--- config.mk ---
export PLATFORM = sky130hd
export DESIGN_NAME = bch_chien_search_flat
export DESIGN_NICKNAME = d
export VERILOG_FILES = /design/src/rtl/bch_chien_search_pkg.sv /design/src/rtl/bch_chien_search_if.sv /design/src/rtl/bch_chien_search_cell.sv /design/src/rtl/bch_chien_search.sv /design/src/flat_wrapper.sv
export SDC_FILE = /design/constraint.sdc
export NUM_CORES = 1
export LEC_CHECK = 0
export CAP_MARGIN = 40
export CORE_MARGIN = 4
export CORE_UTILIZATION = 45
export CTS_CLUSTER_SIZE = 16
export DETAILED_ROUTE_END_ITERATION = 10
export DONT_BUFFER_PORTS = 1
export HOLD_SLACK_MARGIN = 0.05
export PLACE_DENSITY = 0.6
export SYNTH_ARGS = -nofsm -noshare
export SYNTH_HDL_FRONTEND = slang
export SYNTH_SLANG_ARGS = --single-unit
--- constraint.sdc ---
create_clock -name iclk -period 1.7 [get_ports iclk]
set_input_delay 0.34 -clock iclk [delete_from_list [all_inputs] [get_ports iclk]]
set_output_delay 0.34 -clock iclk [all_outputs]
set_load 0.05 [all_outputs]
--- src/rtl/bch_chien_search_pkg.sv ---
// Shared BCH definitions: pointer tag type, search FSM states and GF(2^m) helpers.
// The helpers are usable both for elaboration-time constants and as runtime logic.
package bch_chien_search_pkg;

  localparam int PTR_W = 4;
  typedef logic [PTR_W-1:0] ptr_t;

  typedef enum logic {WAIT, SEARCH} state_t;

  function automatic int clogb2(input int x);
    int r;
    r = 0;
    while ((1 << r) < x) r++;
    return r;
  endfunction

  // Shift-and-add multiply, reducing by irrpol each time bit m appears.
  function automatic int gf_mult(input int a, input int b, input int m, input int irrpol);
    int r, x;
    r = 0;
    x = a;
    for (int i = 0; i < m; i++) begin
      if (((b >> i) & 1) != 0) r ^= x;
      x = x << 1;
      if (((x >> m) & 1) != 0) x ^= irrpol;
    end
    return r;
  endfunction

  function automatic int gf_pow(input int e, input int m, input int irrpol);
    int r;
    r = 1;
    for (int i = 0; i < e; i++) r = gf_mult(r, 2, m, irrpol);
    return r;
  endfunction

endpackage

--- src/rtl/bch_chien_search_if.sv ---
// Locator-polynomial input bundle and per-position error output bundle.
interface bch_chien_search_if #(
  parameter int m     = 4,
  parameter int t     = 3,
  parameter int cnt_w = 2
);
  import bch_chien_search_pkg::*;

  logic                  iloc_poly_val;
  logic [0:t][m-1:0]     iloc_poly;
  ptr_t                  iloc_poly_ptr;
  logic                  iloc_decfail;
  logic                  obusy;
  logic                  oerr_val;
  logic                  oerr_sop;
  logic                  oerr_eop;
  logic                  oerr;
  ptr_t                  oerr_ptr;
  logic [cnt_w-1:0]      oerr_cnt;
  logic                  odecfail;

  modport master (
    output iloc_poly_val, iloc_poly, iloc_poly_ptr, iloc_decfail,
    input  obusy, oerr_val, oerr_sop, oerr_eop, oerr, oerr_ptr, oerr_cnt, odecfail
  );

  modport slave (
    input  iloc_poly_val, iloc_poly, iloc_poly_ptr, iloc_decfail,
    output obusy, oerr_val, oerr_sop, oerr_eop, oerr, oerr_ptr, oerr_cnt, odecfail
  );
endinterface

--- src/rtl/bch_chien_search_cell.sv ---
// One locator coefficient register: loads Lambda_j times a fixed init power,
// then multiplies by the fixed step constant alpha^j on every search step.
module bch_chien_cell
  import bch_chien_search_pkg::*;
#(
  parameter int m      = 4,
  parameter int irrpol = 19,
  parameter int INIT_C = 1,
  parameter int STEP_C = 1
)(
  input  logic         iclk,
  input  logic         iload,
  input  logic         istep,
  input  logic [m-1:0] idata,
  output logic [m-1:0] oreg
);

  always_ff @(posedge iclk) begin
    if (iload)      oreg <= m'(gf_mult(int'(idata), INIT_C, m, irrpol));
    else if (istep) oreg <= m'(gf_mult(int'(oreg), STEP_C, m, irrpol));
  end

endmodule

--- src/rtl/bch_chien_search.sv ---
// Chien search: evaluates the error locator at every codeword position, emitting
// one flip strobe per position in transmission order plus root count and failure.
module bch_chien_search
  import bch_chien_search_pkg::*;
#(
  parameter int m      = 4,
  parameter int k_max  = 5,
  parameter int d      = 7,
  parameter int n      = 15,
  parameter int irrpol = 19
)(
  input  logic                iclk,
  input  logic                ireset,
  input  logic                iclkena,
  bch_chien_search_if.slave   bus
);

  localparam int t     = (d - 1) / 2;
  localparam int gf_n  = (1 << m) - 1;
  localparam int CNT_W = clogb2(t + 1);
  localparam int POS_W = clogb2(n);

  typedef logic [m-1:0] data_t;

  if (n > gf_n || k_max >= n) begin : g_param_chk
    $error("bch_chien_search: inconsistent code parameters");
  end

  state_t           state;
  logic [POS_W-1:0] pos;
  logic [1:0]       vld_pipe;
  logic             s1_sop, s1_eop, s1_hit;
  ptr_t             ptr_lat;
  logic             dec_lat;
  logic [CNT_W-1:0] deg_lat, deg, cnt_nxt;
  data_t [t:0]      cell_q;
  data_t            sum;
  logic             accept, step;

  // A new polynomial may slip in while the final beat is on the outputs.
  assign accept = iclkena && bus.iloc_poly_val && (state == WAIT) &&
                  (!bus.obusy || bus.oerr_eop);
  assign step   = iclkena && (state == SEARCH);

  always_comb begin
    deg = '0;
    for (int j = 1; j <= t; j++)
      if (bus.iloc_poly[j] != '0) deg = CNT_W'(j);
  end

  always_comb begin
    sum = '0;
    for (int j = 0; j <= t; j++) sum ^= cell_q[j];
  end

  // Init power starts the sweep at position n-1 of a possibly shortened code.
  for (genvar j = 0; j <= t; j++) begin : g_cell
    localparam int INIT_C = gf_pow((j * (gf_n - n + 1)) % gf_n, m, irrpol);
    localparam int STEP_C = gf_pow(j, m, irrpol);
    bch_chien_cell #(
      .m(m), .irrpol(irrpol), .INIT_C(INIT_C), .STEP_C(STEP_C)
    ) u_cell (
      .iclk  (iclk),
      .iload (accept),
      .istep (step),
      .idata (bus.iloc_poly[j]),
      .oreg  (cell_q[j])
    );
  end

  always_comb begin
    cnt_nxt = s1_sop ? '0 : bus.oerr_cnt;
    if (s1_hit && cnt_nxt != '1) cnt_nxt = cnt_nxt + CNT_W'(1);
  end

  always_ff @(posedge iclk) begin
    if (accept) begin
      ptr_lat <= bus.iloc_poly_ptr;
      dec_lat <= bus.iloc_decfail || (bus.iloc_poly[0] == '0);
      deg_lat <= deg;
    end
  end

  always_ff @(posedge iclk) begin
    if (!ireset) begin
      state        <= WAIT;
      pos          <= '0;
      vld_pipe     <= '0;
      s1_sop       <= 1'b0;
      s1_eop       <= 1'b0;
      s1_hit       <= 1'b0;
      bus.obusy    <= 1'b0;
      bus.oerr_sop <= 1'b0;
      bus.oerr_eop <= 1'b0;
      bus.oerr     <= 1'b0;
      bus.oerr_cnt <= '0;
      bus.odecfail <= 1'b0;
    end else if (iclkena) begin
      case (state)
        WAIT: if (accept) begin
          state <= SEARCH;
          pos   <= POS_W'(n - 1);
        end
        SEARCH: begin
          if (pos == '0) state <= WAIT;
          pos <= pos - POS_W'(1);
        end
        default: state <= WAIT;
      endcase
      vld_pipe     <= {vld_pipe[0], state == SEARCH};
      s1_sop       <= (state == SEARCH) && (pos == POS_W'(n - 1));
      s1_eop       <= (state == SEARCH) && (pos == '0);
      s1_hit       <= (sum == '0);
      bus.oerr_sop <= vld_pipe[0] && s1_sop;
      bus.oerr_eop <= vld_pipe[0] && s1_eop;
      bus.oerr     <= vld_pipe[0] && s1_hit;
      if (vld_pipe[0]) bus.oerr_cnt <= cnt_nxt;
      bus.odecfail <= vld_pipe[0] && s1_eop && (dec_lat || (cnt_nxt != deg_lat));
      if (accept)                             bus.obusy <= 1'b1;
      else if (vld_pipe[1] && bus.oerr_eop)   bus.obusy <= 1'b0;
    end
  end

  assign bus.oerr_val = vld_pipe[1];
  assign bus.oerr_ptr = ptr_lat;

endmodule
--- src/flat_wrapper.sv ---
// flat-port wrapper written by rule: the top's interface ports become plain ports
module bch_chien_search_flat import bch_chien_search_pkg::*;
#(
  parameter int m      = 4,
  parameter int k_max  = 5,
  parameter int d      = 7,
  parameter int n      = 15,
  parameter int irrpol = 19
)
  (iclk, ireset, iclkena, bus_iloc_poly_val, bus_iloc_poly, bus_iloc_poly_ptr, bus_iloc_decfail, bus_obusy, bus_oerr_val, bus_oerr_sop, bus_oerr_eop, bus_oerr, bus_oerr_ptr, bus_oerr_cnt, bus_odecfail);
  bch_chien_search_if #(.m(m)) bus_i ();
  input  logic iclk;
  input  logic ireset;
  input  logic iclkena;
  input wire logic [$bits(bus_i.iloc_poly_val)-1:0] bus_iloc_poly_val;
  input wire logic [$bits(bus_i.iloc_poly)-1:0] bus_iloc_poly;
  input wire logic [$bits(bus_i.iloc_poly_ptr)-1:0] bus_iloc_poly_ptr;
  input wire logic [$bits(bus_i.iloc_decfail)-1:0] bus_iloc_decfail;
  output wire logic [$bits(bus_i.obusy)-1:0] bus_obusy;
  output wire logic [$bits(bus_i.oerr_val)-1:0] bus_oerr_val;
  output wire logic [$bits(bus_i.oerr_sop)-1:0] bus_oerr_sop;
  output wire logic [$bits(bus_i.oerr_eop)-1:0] bus_oerr_eop;
  output wire logic [$bits(bus_i.oerr)-1:0] bus_oerr;
  output wire logic [$bits(bus_i.oerr_ptr)-1:0] bus_oerr_ptr;
  output wire logic [$bits(bus_i.oerr_cnt)-1:0] bus_oerr_cnt;
  output wire logic [$bits(bus_i.odecfail)-1:0] bus_odecfail;
  assign bus_i.iloc_poly_val = bus_iloc_poly_val;
  assign bus_i.iloc_poly = bus_iloc_poly;
  assign bus_i.iloc_poly_ptr = bus_iloc_poly_ptr;
  assign bus_i.iloc_decfail = bus_iloc_decfail;
  assign bus_obusy = bus_i.obusy;
  assign bus_oerr_val = bus_i.oerr_val;
  assign bus_oerr_sop = bus_i.oerr_sop;
  assign bus_oerr_eop = bus_i.oerr_eop;
  assign bus_oerr = bus_i.oerr;
  assign bus_oerr_ptr = bus_i.oerr_ptr;
  assign bus_oerr_cnt = bus_i.oerr_cnt;
  assign bus_odecfail = bus_i.odecfail;
  bch_chien_search #(.m(m), .k_max(k_max), .d(d), .n(n), .irrpol(irrpol)) u_core (.iclk(iclk), .ireset(ireset), .iclkena(iclkena), .bus(bus_i));
endmodule
* Word-level counts from Yosys, hierarchy flattened
Index checks and enable logic that the tools add are counted. W data, S select, Z words.
Cells by class: add/sub/neg operators 2, eq/ne operators 4, mux-type cells 38, bitwise logic cells 16, reduce and logical (&&, ||, !) cells 28
Operator list (count):
- $mux W4 | 16
- $mux W2 | 14
- $not A2 Y2 | 12
- $logic_and A1 B1 Y1 | 12
- $logic_not A4 Y1 | 3
- $reduce_bool A4 Y1 | 3
- $xor A4 B4 Y4 | 3
- $pmux W4 S2 | 1
- $mux W1 | 6
- $reduce_and A2 Y1 | 3
- $eq A4 B4 Y1 const B | 1
- $reduce_bool A2 Y1 | 2
- $sub A4 B1 Y4 const B | 1
- $logic_or A1 B1 Y1 | 3
- $add A2 B1 Y2 const B | 1
- $ne A2 B1 Y1 const B | 1
- $ne A2 B2 Y1 | 1
- $ne A2 B2 Y1 const B | 1
- $pmux W1 S2 | 1
- $reduce_or A2 Y1 | 1
- $logic_not A1 Y1 | 1
- $not A1 Y1 | 1
Word-level totals: register bits 40, word-level logic and storage cells 108

* Logic depth before layout (Yosys ltp)
depth in word-level cells 12, mapped depth 6, depth with buffers taken out 6

* Cells and area by module
From an unflattened synthesis, not the netlist that was laid out.
Unflattened totals: cell total of the unflattened synthesis 161, area total of the unflattened synthesis 1951.9 um2
Modules (own cells, without submodules):
- bch_chien_search | instances 1, cells an instance 117, area each 1204.9 um2, seq. area each 550.5 um2
- bch_chien_cell at u_core.g_cell[3].u_cell | instances 1, cells an instance 16, area each 235.2 um2, seq. area each 120.1 um2
- bch_chien_cell at u_core.g_cell[2].u_cell | instances 1, cells an instance 13, area each 203.9 um2, seq. area each 120.1 um2
- bch_chien_cell at u_core.g_cell[1].u_cell | instances 1, cells an instance 11, area each 187.7 um2, seq. area each 120.1 um2
- bch_chien_cell at u_core.g_cell[0].u_cell | instances 1, cells an instance 4, area each 120.1 um2, seq. area each 120.1 um2

* Worst setup path before layout
Ideal clock, no wire load.
path kind flip-flop to flip-flop, from register u_core.bus.oerr_eop, to register u_core.g_cell[1].u_cell.oreg[0] (enable), setup time 365 ps, arrival time 1435 ps, required time 1335 ps, path slack -100 ps, stages on the path, launching flop included 4, path buffers 0, period minus slack after synthesis 1800 ps, path through dfxtp_1 -> nand2b_1 -> and2_1 -> o21a_1
On the way: cells in the longest elaborated chain, start to end 3
Ends and longest elaborated chain:
- start, declared | line bch_chien_search_if.sv:29 | output obusy, oerr_val, oerr_sop, oerr_eop, oerr, oerr_ptr, oerr_cnt, odecfail
- start signal, assigned | line bch_chien_search.sv:115 | bus.oerr_eop <= vld_pipe[0] && s1_eop;
- $logic_or A1 B1 Y1 | line bch_chien_search.sv:42 | (!bus.obusy || bus.oerr_eop);
- $logic_and A1 B1 Y1 | line bch_chien_search.sv:41 | assign accept = iclkena && bus.iloc_poly_val && (state == WAIT) &&
- $reduce_bool A2 Y1 (no line)
- end signal, assigned | line bch_chien_search_cell.sv:19 | if (iload) oreg <= m'(gf_mult(int'(idata), INIT_C, m, irrpol));
- end signal, assigned | line bch_chien_search_cell.sv:20 | else if (istep) oreg <= m'(gf_mult(int'(oreg), STEP_C, m, irrpol));
- end, declared | line bch_chien_search_cell.sv:15 | output logic [m-1:0] oreg
No other way between the ends. A chain may end at the register's enable or synchronous reset.

* Final worst setup path
from register u_core.bus.oerr_eop, to register u_core.g_cell[3].u_cell.oreg[2] (enable)
On the way: cells in the longest elaborated chain, start to end 3
Ends and longest elaborated chain (line):
- $logic_or A1 B1 Y1 | bch_chien_search.sv:42
- $logic_and A1 B1 Y1 | bch_chien_search.sv:41
- $reduce_bool A2 Y1 (no line)
- end signal, assigned | bch_chien_search_cell.sv:19
- end signal, assigned | bch_chien_search_cell.sv:20
- end, declared | bch_chien_search_cell.sv:15
No other way between the ends.

==> summary.md <==
| Metric | Value |
|---|---|
| Die W | `74.7 um` |
| Endpoints failing setup | `0` |
| CTS root buf | `clkbuf_8` |
| Area Growth Syn to Fin | `8.43%` |
| Grt ovf | `0` |
| Antenna violations before repair | `0` |
| Period utilization | `94.0%` |
| CP Data Required Time | `1620 ps` |
| Setup crit end kind | `flip-flop` |
| Vias in the first global route | `1258` |
| Number of H-tree levels | `2` |
| IO Pins | `37` |
| Max frequency | `626 MHz` |
| Slew Limit Headroom | `56.6%` |
| Clk slew on worst S/H paths | `80 ps` |
| TritonCTS Buffers | `5` |
| Worst setup SP type | `flip-flop` |
| Setup_tns | `0 ps` |
| Vias | `1216` |
| Vias/cell | `5.17` |
| Sequential fraction of the synthesis area | `51.5%` |
| Die height | `74.7 um` |
| Cts hold-fix bufs | `0` |
| Placed cells | `227` |
| Tmin final | `1600 ps` |
| Synth Cell Area | `0.00200 mm2` |
| WL final | `3490 um` |
| Synth top area share | `34.5%` |
| Yosys warning total | `0` |
| Post-Syn Instances | `175` |
| Die Area | `0.00558 mm2` |
| Core area | `0.00432 mm2` |
| First-pass GRT wire length | `5790 um` |
| Initial core utilization | `46.3%` |
| DR pass1 iterations | `4` |
| Final Net Count | `213` |
| Clk Latency, worst-skew pair | `290 ps` |
| Number of clock sinks | `40` |
| Row count | `24` |
| Yosys reg bits | `40` |
| Slew Viols, Final | `0` |
| Most frequent cells in the layout | `edfxtp_1, xnor2_1, nand2_1, dfxtp_1, nor2b_1` |
| Library cells used by synthesis | `38` |
| GPL Wtd Cong | `0.728` |
| Crit Path Category | `reg -> reg` |
| Largest net degree at the start of global routing | `22` |
| Finished Layout Cells | `235` |
| Layout cells sized above 1 | `17.5%` |
| Dpl ws | `45.4 ps` |
| I/O Buffers | `0` |
| Ant. Diodes | `0` |
| DRT antenna net count | `0` |
| Synth area leaders | `edfxtp_1, dfxtp_1, xnor2_1, xor2_1, ha_1` |
| Peak supply drop | `0.496 mV` |
| DR iter-0 viols | `45` |
| CTS tree | `done` |
| Residual DRC | `0` |
| Avg WL per Cell | `14.9 um` |
| DPL Wire Length | `2650 um` |
| Hold WC Path Type | `in -> reg` |
| Pwr/cell area | `930 mW/mm2` |
| Mean Syn Cell Area | `11.4 um2` |
| CP Max Fanout | `15` |
| Commonest non-fill, non-tap cell in the layout | `edfxtp_1` |
| CP arrival | `1520 ps` |
| Final setup skew | `8.89 ps` |
| Max-cap viol count | `0` |
| Post-synthesis net count | `206` |
| Status | `finished clean` |
| Post-synth top area cell | `edfxtp_1` |
| Bufs on Longest Clock Path | `2` |
| Hold Fails Final Rpt | `0` |
| GRT Util Overall | `13.8%` |
| Setup WS post-layout | `102 ps` |
| Leak Pwr | `0.832 nW` |
| Worst-margin pin slew | `651 ps` |
flip-flops by register name, summed over array words and instances (netlist names), 2 cells and up:
name,count
u_core.deg_lat,2
u_core.bus.oerr_cnt,2
u_core.g_cell.u_cell.oreg,16
u_core.pos,4
u_core.vld_pipe,2
u_core.bus.oerr_ptr,4
cells by family (layout without fill, tap and decap cells):
kind of cell,after synthesis,count (layout),share of synthesized area [%]
AO/OA/AOI/OAI,29,29,9.68
adder cells (fa/ha/maj),6,6,3.75
AND/OR/NAND/NOR,50,50,14.8
multiplexers,10,10,5.37
buffers and inverters,15,23,4.00
XOR/XNOR,25,25,10.9
flip-flops,40,40,51.5
cell type report:
class                      count  area, um2
clock buffer                   6       82.6
clock inverter                 2       10.0
fill                         400       2150
inverter                       8       30.0
multi-input combinational    120        895
sequential                    40       1040
tap                           52       65.1
timing repair buffer           7       52.6
synthesized netlist by cell type:
library cell and count:
nor2_1 5, inv_1 8, or4b_4 1, and2b_1 1, nand2b_1 3, and2_1 1
nor3b_1 1, nand2_1 12, o21a_1 4, a21oi_1 5, and3_1 1, nand2_4 1
mux2i_1 4, mux2_2 6, a31oi_1 1, nand3_1 6, o41ai_1 1, xor2_1 10
nor3_1 2, clkbuf_1 3, a22oi_1 1, xnor2_1 15, a21boi_2 1, and2_0 1
o22ai_1 1, buf_6 3, nor2b_1 12, dfxtp_1 17, and4_2 1, a21boi_0 2
o211a_1 3, o21ai_0 9, a32oi_1 1, nor4_1 1, nand4b_4 1, ha_1 6
edfxtp_1 23, buf_2 1
final timing paths:
check,to,slack (ps),start,depth (start not counted)
setup / recovery,u_core.g_cell[3].u_cell.oreg[2],100,u_core.bus.oerr_eop,3
hold / removal,u_core.s1_hit,140,iclkena,1
setup reg to reg,u_core.g_cell[3].u_cell.oreg[2],100,u_core.bus.oerr_eop,3
hold reg to reg,u_core.s1_eop,480,u_core.s1_eop,2
routing by layer:
layer	GRT usage [%]	vias up	wire length (um)
met1	16.5	553	1500
li1	-	622	-
met4	3.75	0	38
met5	0	-	0
met2	22.0	35	1660
met3	6.81	6	302
stage by stage:
stage	area, um2	hold WS, ps	utilization [%]	total power [mW]
floorplan	2010	439	-	1.38
global placement	2080	439	48.0	1.40
detailed placement	2080	439	48.0	1.41
CTS	2170	130	50.1	2.05
global route	2170	128	50.2	2.12
finish	2170	142	50.2	2.02
power breakdown:
group          internal [mW]  leakage [nW]  switching [mW]
clock network          0.323        0.0510           0.310
logic                  0.120         0.429           0.115
registers               1.09         0.353          0.0594
worst max-delay path, stage by stage (launching register included):
cell      delay, ps
dfxtp_2         330
nand2b_1        160
and2_1          180
o21a_1          550
what timing repair did:
item                                    in CTS  in global routing
buffers inserted                             0                  0
resized for setup                            0                  3
endpoints found under the setup margin       0                  3
Power figures use the tool's default switching activity.
